$ cat src/rtl/pc_gen_if.sv
// Fetch-side PC handshake between pc_gen (master) and the fetch unit (slave).
interface pc_gen_if #(
  parameter int PC_WIDTH = 32
);
  logic [PC_WIDTH-1:0] pc_out;
  logic                pc_out_valid;
  logic                pc_out_ready;

  modport master (output pc_out, output pc_out_valid, input pc_out_ready);
  modport slave  (input pc_out, input pc_out_valid, output pc_out_ready);
endinterface

$ cat src/rtl/pc_gen.sv
// Fetch PC generator: redirect, branch prediction and an optional return-address stack.
// Define PC_GEN_RAS_EN to build the RAS; without it call/return hints are ignored.
//
// state | meaning
// BOOT  | first cycle out of reset, PC not yet presented
// RUN   | presenting pc_q to fetch
// KILL  | one-cycle bubble after a redirect
module pc_gen #(
  parameter int PC_WIDTH   = 32,
  parameter int INC_AMOUNT = 4,
  parameter int RAS_DEPTH  = 4
) (
  input  logic                             clk,
  input  logic                             rst_n,
  input  logic [PC_WIDTH-1:0]              reset_vector,
  input  logic                             redirect_valid,
  input  logic [PC_WIDTH-1:0]              redirect_pc,
  input  logic                             pred_valid,
  input  logic [PC_WIDTH-1:0]              pred_target,
  input  logic                             pred_is_call,
  input  logic                             pred_is_ret,
  pc_gen_if.master                         fetch,
  output logic [$clog2(RAS_DEPTH+1)-1:0]   ras_count
);

  localparam int                  CNT_W = $clog2(RAS_DEPTH+1);
  localparam logic [PC_WIDTH-1:0] INC   = PC_WIDTH'(INC_AMOUNT);

  typedef enum logic [1:0] {BOOT, RUN, KILL} state_e;

  state_e              state_q, state_d;
  logic [PC_WIDTH-1:0] pc_q, pc_d;
  logic [PC_WIDTH-1:0] pc_seq;
  logic [PC_WIDTH-1:0] ras_top;
  logic                accept;
  logic                ras_pop;

  assign fetch.pc_out       = pc_q;
  assign fetch.pc_out_valid = (state_q == RUN) && !redirect_valid;
  assign accept             = fetch.pc_out_valid && fetch.pc_out_ready;
  assign pc_seq             = pc_q + INC;

  always_comb begin
    state_d = state_q;
    if (redirect_valid) begin
      state_d = KILL;
    end else begin
      case (state_q)
        BOOT:    state_d = RUN;
        KILL:    state_d = RUN;
        default: state_d = RUN;
      endcase
    end
  end

  always_comb begin
    pc_d = pc_q;
    if (redirect_valid) begin
      pc_d = redirect_pc;
    end else if (accept) begin
      if (ras_pop)         pc_d = ras_top;
      else if (pred_valid) pc_d = pred_target;
      else                 pc_d = pc_seq;
    end
  end

  always_ff @(posedge clk) begin
    if (!rst_n) begin
      state_q <= BOOT;
      pc_q    <= reset_vector;
    end else begin
      state_q <= state_d;
      pc_q    <= pc_d;
    end
  end

`ifdef PC_GEN_RAS_EN
  localparam int               PTR_W   = $clog2(RAS_DEPTH);
  localparam logic [PTR_W-1:0] PTR_MAX = PTR_W'(RAS_DEPTH-1);
  localparam logic [CNT_W-1:0] CNT_MAX = CNT_W'(RAS_DEPTH);

  logic [PC_WIDTH-1:0] ras_q [RAS_DEPTH];
  logic [PC_WIDTH-1:0] ras_d [RAS_DEPTH];
  logic [PTR_W-1:0]    ptr_q, ptr_d, ptr_inc, ptr_dec;
  logic [CNT_W-1:0]    cnt_q, cnt_d;
  logic                ras_push;

  // ptr_q is the next write slot; the stack is circular so a full push drops the oldest.
  assign ptr_inc   = (ptr_q == PTR_MAX) ? '0 : ptr_q + 1'b1;
  assign ptr_dec   = (ptr_q == '0) ? PTR_MAX : ptr_q - 1'b1;
  assign ras_top   = ras_q[ptr_dec];
  assign ras_pop   = accept && pred_is_ret && (cnt_q != '0);
  assign ras_push  = accept && pred_valid && pred_is_call;
  assign ras_count = cnt_q;

  always_comb begin
    ras_d = ras_q;
    ptr_d = ptr_q;
    cnt_d = cnt_q;
    if (ras_pop && ras_push) begin
      ras_d[ptr_dec] = pc_seq;
    end else if (ras_pop) begin
      ptr_d = ptr_dec;
      cnt_d = cnt_q - 1'b1;
    end else if (ras_push) begin
      ras_d[ptr_q] = pc_seq;
      ptr_d        = ptr_inc;
      if (cnt_q != CNT_MAX) cnt_d = cnt_q + 1'b1;
    end
  end

  always_ff @(posedge clk) begin
    if (!rst_n) begin
      ptr_q <= '0;
      cnt_q <= '0;
    end else begin
      ptr_q <= ptr_d;
      cnt_q <= cnt_d;
    end
  end

  // Entries are unreachable while cnt_q is zero, so they are never cleared.
  always_ff @(posedge clk) begin
    ras_q <= ras_d;
  end
`else
  logic unused_ras_hints;
  assign unused_ras_hints = pred_is_call ^ pred_is_ret;
  assign ras_pop          = 1'b0;
  assign ras_top          = '0;
  assign ras_count        = '0;
`endif

endmodule

$ cat src/flat_wrapper.sv
// flat-port wrapper written by rule: the top's interface ports become plain ports
module pc_gen_flat 
#(
  parameter int PC_WIDTH   = 32,
  parameter int INC_AMOUNT = 4,
  parameter int RAS_DEPTH  = 4
)
  (clk, rst_n, reset_vector, redirect_valid, redirect_pc, pred_valid, pred_target, pred_is_call, pred_is_ret, ras_count, fetch_pc_out, fetch_pc_out_valid, fetch_pc_out_ready);
  pc_gen_if #(.PC_WIDTH(PC_WIDTH)) fetch_i ();
  input  logic clk;
  input  logic rst_n;
  input  logic [PC_WIDTH-1:0] reset_vector;
  input  logic redirect_valid;
  input  logic [PC_WIDTH-1:0] redirect_pc;
  input  logic pred_valid;
  input  logic [PC_WIDTH-1:0] pred_target;
  input  logic pred_is_call;
  input  logic pred_is_ret;
  output logic [$clog2(RAS_DEPTH+1)-1:0] ras_count;
  output wire logic [$bits(fetch_i.pc_out)-1:0] fetch_pc_out;
  output wire logic [$bits(fetch_i.pc_out_valid)-1:0] fetch_pc_out_valid;
  input wire logic [$bits(fetch_i.pc_out_ready)-1:0] fetch_pc_out_ready;
  assign fetch_pc_out = fetch_i.pc_out;
  assign fetch_pc_out_valid = fetch_i.pc_out_valid;
  assign fetch_i.pc_out_ready = fetch_pc_out_ready;
  pc_gen #(.PC_WIDTH(PC_WIDTH), .INC_AMOUNT(INC_AMOUNT), .RAS_DEPTH(RAS_DEPTH)) u_core (.clk(clk), .rst_n(rst_n), .reset_vector(reset_vector), .redirect_valid(redirect_valid), .redirect_pc(redirect_pc), .pred_valid(pred_valid), .pred_target(pred_target), .pred_is_call(pred_is_call), .pred_is_ret(pred_is_ret), .fetch(fetch_i), .ras_count(ras_count));
endmodule
$ cat config.mk
export PLATFORM = sky130hd
export DESIGN_NAME = pc_gen_flat
export DESIGN_NICKNAME = d
export VERILOG_FILES = /design/src/rtl/pc_gen_if.sv /design/src/rtl/pc_gen.sv /design/src/flat_wrapper.sv
export SDC_FILE = /design/constraint.sdc
export NUM_CORES = 1
export LEC_CHECK = 0
export BUFFER_PORTS_ARGS = -buffer_cell sky130_fd_sc_hd__buf_2
export CAP_MARGIN = 25
export CORE_ASPECT_RATIO = 0.7
export CORE_UTILIZATION = 48
export CTS_CLUSTER_SIZE = 25
export DETAILED_ROUTE_END_ITERATION = 8
export GPL_ROUTABILITY_DRIVEN = 0
export PLACE_DENSITY = 0.83
export SYNTH_ARGS = -nofsm -noshare
export SYNTH_HDL_FRONTEND = slang
export SYNTH_SLANG_ARGS = --single-unit
export TNS_END_PERCENT = 50
$ cat constraint.sdc
create_clock -name clk -period 3.45 [get_ports clk]
set_clock_uncertainty 0.2 [all_clocks]
set_input_delay 0.5175 -clock clk [delete_from_list [all_inputs] [get_ports clk]]
set_output_delay 0.5175 -clock clk [all_outputs]
set_load 0.01 [all_outputs]
==> flow_summary.toml, run 1 <==
[grt]
grt_pass1_wl_um = 10520
grt_pass1_vias = 2261
antenna_found_initial = 0
grt_max_degree = 36
grt_use_total_pct = 25.95
overflow = 0

[setup_path]
worst_setup_path_end_kind = "flip-flop"
required_ns = 3.36
rrSetupSlack_ns = 1.13
ff2ff_path_depth = 6
cp_max_fo = 15
path_class = "in2reg"
worstPathCellList = "buf_2, clkinv_1, nor2_1, buf_4, a221oi_1, o22ai_1"
r2r-start = "u_core.fetch.pc_out[2]"
timing.rr.end = "u_core.fetch.pc_out[28]"
slowest_stage = "nor2_1"
start_kind = "input port"
cpPeakStageDelay_ns = 0.66
cp_data_arrival_time_ns = 2.35

[final_layout]
drive_above_1_share_pct = 39.29
design_area_sq_um = 3243
n_fill_cell = 437
diodes = 0
area_growth_pct = 31.31
postLayoutCoreUtil_pct = 66.72
fin_nets = 495

[pwr]
ir_drop_v = 0.0002225
p_leak_nw = 1.348
p_per_area_nw_per_um2 = 350.3
power.total_mw = 1.136

[clock_tree]
ctsResizeCount = 0
cts_max_path_buffers = 2
cts_hold_buf = 0
clkSlewWorstSetupHoldPaths_ns = 0.07
numCtsBuffers = 5
post_cts.repair.setup_buffers = 0
cts.sinks = 34
root_buffer = "clkbuf_8"
clock_latency_ns = 0.28
ctsHtreeMaxLevel = 2
cts_tree = "yes"

[sta]
tightestPinTransition_ns = 0.7474
final.min_clock_period_ns = 2.443
min_period_over_period_pct = 70.80
hold_violations = 0
setup_violations = 0
fmax_mhz = 409.4
slew_headroom_pct = 49.99
rsz0062_at_grt = "no"
slew_viol_final = 0
tns_ns = 0

[detailed_routing]
wl_per_cell_um = 15.24
drt_iter0_markers = 194
vias_per_cell = 5.597
ant_nets = 0
drcViolationCount = 0
finalWirelength_um = 7026
vias = 2580
firstDrtPassIters = 5

[synthesis]
ys_ff_latch = 34
synth_compound_area_share_pct = 20.67
syn_inst = 264
synth_area_leaders = "edfxtp_1, a221oi_1, xnor2_1, nor2_1, o22ai_1"
synthXorXnorAreaFrac_pct = 9.929
synth_top_cell_area_share_pct = 38.91
synth_top_family_by_area = "simple AND/OR/NAND/NOR gates"
synth_mux_area_share_pct = 1.266
synth_top_area_cell = "edfxtp_1"
yosys.cell_types.count = 41
ys_seq_area_share_pct = 40.53
synth-simple-area-share_pct = 21.53
post_synth_fa_ha_maj_area_fraction_pct = 0.5066
synth_area_sq_um = 2470
postSynthAreaPerCell_sq_um = 9.356
yosysWarnings = 0

[floorplan]
die-area_sq_um = 5441
rows = 21
initial_core_util_pct = 50.81
fp.dieH_um = 62.02
fp.coreArea_sq_um = 4861
ios = 139
die_w_um = 87.74

[placement]
portBuffers = 133
dp_hpwl_um = 5246
dpl_cell_area_sq_um = 3163

[job]
drv_cap = 0

[hold_path]
whs_path_depth = 3
hold_end = "u_core.fetch.pc_out[1]"
worst_hold_startpoint = "reset_vector[1]"
hold_class = "in2reg"

[outcome]
status = "complete, no violations"
cells in the mapped netlist, drive strengths merged:
library cell,count
and4,4
nand3,10
nor3,10
and3,2
a211oi,1
nand4,5
clkinv,2
a31oi,2
nor4,4
o22ai,19
o21ai,11
mux2i,2
nand3b,1
nand2,25
a221oi,23
inv,6
mux2,1
conb,1
xor2,9
nor4b,1
edfxtp,32
ha,1
dfxtp,2
o211ai,3
a221o,3
nor2,32
xnor2,19
or3,1
and2,1
o221a,2
nor3b,1
a21oi,8
buf,7
clkbuf,13
logic make-up after synthesis:
group / after synthesis
XOR/XNOR: 28
buffers and inverters: 28
AO/OA/AOI/OAI: 72
other: 1
AND/OR/NAND/NOR: 97
flip-flops: 34
adder cells (fa/ha/maj): 1
multiplexers: 3
cells in the final DEF (no fill, tap or decap), types with 5 or more instances in the layout:
master,Yosys,routed
buf_4,3,5
buf_2,2,133
o21ai_0,10,10
edfxtp_1,32,32
nand2_1,25,25
nor3_1,10,10
nor2_1,32,32
a21oi_1,8,8
xnor2_1,19,19
o22ai_1,19,19
xor2_1,9,9
inv_1,6,6
nand3_1,10,10
clkbuf_8,0,5
a221oi_1,23,23
worst max-delay path: cells and delay by family:
family	cells	cell delay (ns)
AOI/OAI and AO/OA	2	0.30
buffers and inverters	3	0.87
and+or+nand+nor	1	0.66
sequential cells by signal, indices dropped and copies added, names as in the netlist:
signal,flops
u_core.fetch.pc_out,32
u_core.state_q,2
how the worst max path moves through the flow:
stage / endpoint / from / slack, ns
4_1_cts: u_core.fetch.pc_out[13] / pred_valid / 1.03
3_3_place_gp: u_core.fetch.pc_out[21] / pred_valid / 0.83
5_1_grt: u_core.fetch.pc_out[15] / pred_valid / 0.84
2_1_floorplan: u_core.fetch.pc_out[10] / rst_n / 1.26
6_report: u_core.fetch.pc_out[13] / pred_valid / 1.01
3_5_place_dp: u_core.fetch.pc_out[13] / pred_valid / 0.73
area by class of cell:
class / count / area [sq um] / share of cell area [%]
Sequential cell: 34 / 1001 / 30.86
Multi-Input combinational cell: 204 / 1343 / 41.40
Clock buffer: 8 / 80.08 / 2.469
Inverter: 8 / 30.03 / 0.9259
Tap cell: 69 / 86.33 / 2.662
Timing Repair Buffer: 138 / 703.2 / 21.68
per-layer routing:
metal	part of all wire, %	track usage [%]	vias up
met1	45	33.42	1187
met5	0	0	-
met3	8.5	6.209	5
met2	46	44.96	126
met4	0.41	6.323	0
li1	-	-	1262
report_power, final:
group	total [mW]	internal [mW]	switching (mW)
Clock	0.287	0.144	0.143
Combinational	0.289	0.141	0.148
Sequential	0.560	0.506	0.0542
Total	1.14	0.790	0.346
through the flow:
stage / hold WS [ns] / std cells / worst slack [ns]
after CTS: 0.3312 / 461 / 1.031
after global routing: 0.3421 / 461 / 0.8429
after floorplan: 0.4449 / 266 / 1.261
final: 0.3342 / 461 / 1.007
after detailed placement: 0.4833 / 453 / 0.7298
after global placement: 0.4664 / 453 / 0.8296
No activity file was read; power rests on OpenSTA's default activity.
==> run 2: changes to the inputs <==
- CORE_UTILIZATION: 48 -> 45
- PLACE_DENSITY: 0.83 -> 0.78
- clock period: 3.45 -> 2.5 ns (I/O delays scaled with it)
==> run 2 against run 1 <==
Power rose by 39%. Setup slack got worse by 0.80 ns. Cell area rose by 1.2%. Critical endpoint is now u_core.fetch.pc_out[28].
==> flow_summary.toml, run 2 (synthesized netlist as in run 1, its figures left out) <==
[outcome]
status = "complete, no violations"

[grt]
grt_pass1_wl_um = 11760
grt_use_total_pct = 25.91
grt_pass1_vias = 2440
grt_max_degree = 36
overflow = 0
antenna_found_initial = 0

[clock_tree]
root_buffer = "clkbuf_8"
numCtsBuffers = 5
clock_latency_ns = 0.29
cts.sinks = 34
clkSlewWorstSetupHoldPaths_ns = 0.07
cts_tree = "yes"
post_cts.repair.setup_buffers = 0
ctsHtreeMaxLevel = 2
ctsResizeCount = 0
cts_max_path_buffers = 2
cts_hold_buf = 0

[detailed_routing]
firstDrtPassIters = 4
finalWirelength_um = 7196
ant_nets = 0
met3_length_um = 563
drt_iter0_markers = 95
wl_per_cell_um = 15.41
vias_per_cell = 5.529
dr.max_layer_used = "met4"
drcViolationCount = 0
vias = 2582
wl_met2_um = 3374
drt-met1-wl_um = 3197

[pwr]
ir_drop_v = 0.0002404
p_per_area_nw_per_um2 = 480.1
p_leak_nw = 1.371

[final_layout]
area_growth_pct = 32.93
design_area_sq_um = 3283
drive_above_1_share_pct = 40.00
final_cells = 467
largest_reg_flops = 32
n_fill_cell = 500
fin_nets = 498
final_common_cell = "buf_2"
diodes = 0
postLayoutCoreUtil_pct = 62.45
layout_common_cells = "buf_2, nor2_1, edfxtp_1"

[sta]
final.min_clock_period_ns = 2.291
hold_violations = 0
slew_viol_final = 0
min_period_over_period_pct = 91.64
fmax_mhz = 436.5
tns_ns = 0
setup_violations = 0
rsz0062_at_grt = "no"

[floorplan]
rows = 22
ios = 139
initial_core_util_pct = 46.98
fp.dieH_um = 63.99
die-area_sq_um = 5794
fp.coreArea_sq_um = 5258
die_w_um = 90.55

[hold_path]
hold_class = "in2reg"

[setup_path]
cp_max_fo = 8
start_kind = "flip-flop"
cp_data_arrival_time_ns = 2.13
required_ns = 2.34
worst_setup_path_end_kind = "flip-flop"
path_class = "reg2reg"

[placement]
dp_cells = 459
portBuffers = 133
dpl_cell_area_sq_um = 3202
dp_hpwl_um = 5465

[job]
drv_cap = 0
-- run 2: power breakdown --
part | internal [mW] | switching, mW
combinational | 0.200 | 0.207
sequential | 0.698 | 0.0748
clock | 0.191 | 0.205
-- run 2: critical path: stages, from the launching register on --
cell	delay, ns
edfxtp_1	0.42
ha_1	0.22
and4_1	0.31
nand2_1	0.26
nor4_2	0.36
xnor2_1	0.17
o22ai_1	0.10
-- run 2: area by class of cell --
| class | instances | area, sq um | area share [%] |
|---|---|---|---|
| timing repair buffer | 141 | 738.2 | 22.48 |
| tap | 72 | 90.09 | 2.744 |
| multi-input combinational | 204 | 1343 | 40.89 |
| inverter | 8 | 30.03 | 0.9146 |
| clock inverter | 2 | 8.758 | 0.2668 |
| sequential | 34 | 1001 | 30.49 |
| clock buffer | 6 | 72.57 | 2.210 |
-- run 2: worst paths after layout --
check	from	end	slack [ns]	depth (start not counted)
max	u_core.fetch.pc_out[2]	u_core.fetch.pc_out[28]	0.21	6
min	reset_vector[1]	u_core.fetch.pc_out[1]	0.19	3
max reg2reg	u_core.fetch.pc_out[2]	u_core.fetch.pc_out[28]	0.21	6
min reg2reg	u_core.fetch.pc_out[30]	u_core.fetch.pc_out[30]	0.48	2
-- run 2: per-stage QoR --
stage	power [mW]	setup WS [ns]	hold WS, ns
floorplan	0.9968	0.4533	0.3024
global placement	1.178	0.3083	0.4612
detailed placement	1.190	0.2474	0.4741
CTS	1.579	0.2263	0.1865
global route	1.657	0.09633	0.1867
finish	1.576	0.2090	0.1881
-- run 2: routing by layer --
layer,up-vias,global-route usage (%)
li1,1267,-
met1,1193,34.23
met2,115,43.56
met3,7,5.238
met4,0,6.653
met5,-,0
==> run 3: changes to the inputs <==
- ABC_CLOCK_PERIOD_IN_PS: unset -> 2500
- GPL_TIMING_DRIVEN: unset -> 0
==> run 3 against run 2 <==
First-iteration DRC count is 74% higher. Clock power down 2%. Combinational power up 2%. Non-clock buffer count grew 11. Critical path depth stayed put. Fmax fell by 3.2%. Clock-buffer cell count is 2 higher. Wire length up 2.9%. Setup slack got worse by 0.075 ns. Register-to-register slack worse by 0.08 ns. Via count is 1.8% higher. Power barely moved. Largest power group unchanged.
==> flow_summary.toml, run 3 (synthesized netlist as in run 1, its figures left out) <==
[outcome]
status = "complete, no violations"

[final_layout]
area_growth_pct = 35.11
final_common_cell = "buf_2"
fin_nets = 509
drive_above_1_share_pct = 38.42
largest_reg_flops = 32
design_area_sq_um = 3337
layout_common_cells = "buf_2, nor2_1, edfxtp_1"
diodes = 0

[clock_tree]
post_cts.repair.setup_buffers = 0
cts.sinks = 34
root_buffer = "clkbuf_8"
ctsHtreeMaxLevel = 2
cts_hold_buf = 0
cts_max_path_buffers = 2
ctsResizeCount = 0
clkSlewWorstSetupHoldPaths_ns = 0.07
clock_latency_ns = 0.29
cts_tree = "yes"
numCtsBuffers = 5

[floorplan]
die-area_sq_um = 5794
ios = 139
die_w_um = 90.55
rows = 22
fp.coreArea_sq_um = 5258
fp.dieH_um = 63.99
initial_core_util_pct = 46.98

[detailed_routing]
vias = 2628
drcViolationCount = 0
firstDrtPassIters = 4
vias_per_cell = 5.498
finalWirelength_um = 7408
wl_per_cell_um = 15.50
ant_nets = 0
drt_iter0_markers = 165

[sta]
slew_viol_final = 0
tightestPinTransition_ns = 0.5333
hold_violations = 0
fmax_mhz = 422.6
slew_headroom_pct = 64.45
min_period_over_period_pct = 94.64
rsz0062_at_grt = "no"
final.min_clock_period_ns = 2.366
setup_violations = 0
setup_ws_ns = 0.1339

[setup_path]
worst_setup_path_end_kind = "flip-flop"
cp_data_arrival_time_ns = 2.17
cp_max_fo = 8
required_ns = 2.31
crit_start = "u_core.fetch.pc_out[2]"
r2r-start = "u_core.fetch.pc_out[2]"
start_kind = "flip-flop"
rrSetupSlack_ns = 0.13
path_class = "reg2reg"

[grt]
antenna_found_initial = 0
grt_use_total_pct = 26.91
grt_max_degree = 22
grt_pass1_vias = 2558
overflow = 0
grt_pass1_wl_um = 12080

[pwr]
p_per_area_nw_per_um2 = 472.0
intPower_mw = 1.097
p_leak_nw = 1.382
clkPwrFrac_pct = 24.7
pwr-share-seq_pct = 49.1
ir_drop_v = 0.0003021
p_switching_uw = 477.5
power.total_mw = 1.575
switching_share_pct = 30.32
p_comb_share_pct = 26.2

[placement]
post-place-ws_ns = 0.1367
dp_hpwl_um = 5723
portBuffers = 131
dpl_cell_area_sq_um = 3251

[hold_path]
hold_class = "in2reg"
worst_hold_startpoint = "redirect_pc[7]"

[job]
drv_cap = 0
## run 3: path summary, 6_finish.rpt
check	to	cells after the start
worst min-delay path	u_core.fetch.pc_out[7]	2
worst max register to register	u_core.fetch.pc_out[28]	6
worst max-delay path	u_core.fetch.pc_out[28]	6
worst min register to register	u_core.fetch.pc_out[31]	2
## run 3: area by class of cell
class / count / area [sq um]
multi-input combinational: 204 / 1349
inverter: 8 / 30.03
buffer: 20 / 103.9
fill: 479 / 1921
sequential: 34 / 1001
tap: 72 / 90.09
clock buffer: 8 / 80.08
timing repair buffer: 132 / 683.2
## run 3: worst max-delay path, stage by stage, from the launching register on
cell,delay [ns]
edfxtp_1,0.43
ha_1,0.23
and4_1,0.33
nand2_1,0.28
nor4_2,0.33
xnor2_1,0.18
o22ai_1,0.11
## run 3: routing by layer
metal | vias up | track usage [%] | share of wire (%)
met2 | 123 | 46.02 | 47
met5 | - | 0 | 0
met3 | 5 | 4.643 | 8.3
met4 | 0 | 7.258 | 0.57
met1 | 1211 | 35.31 | 44
li1 | 1289 | - | -
## run 3: power groups by stage
stage	Combinational, mW	Sequential (mW)	Clock, mW
floorplan	0.198	0.799	0
finish	0.413	0.773	0.389
global placement	0.399	0.780	0
detailed placement	0.410	0.784	0
global route	0.457	0.783	0.419
CTS	0.412	0.772	0.397
## run 3: through the flow
stage | std cells | TNS, ns | utilization, % | hold slack, ns
finish | 478 | 0 | 63.47 | 0.2013
global route | 478 | 0 | 63.47 | 0.1997
CTS | 478 | 0 | 63.35 | 0.1958
detailed placement | 470 | 0 | 61.83 | 0.4905
global placement | 469 | -4.528 | 61.30 | 0.4671
floorplan | 266 | 0 | - | 0.3024
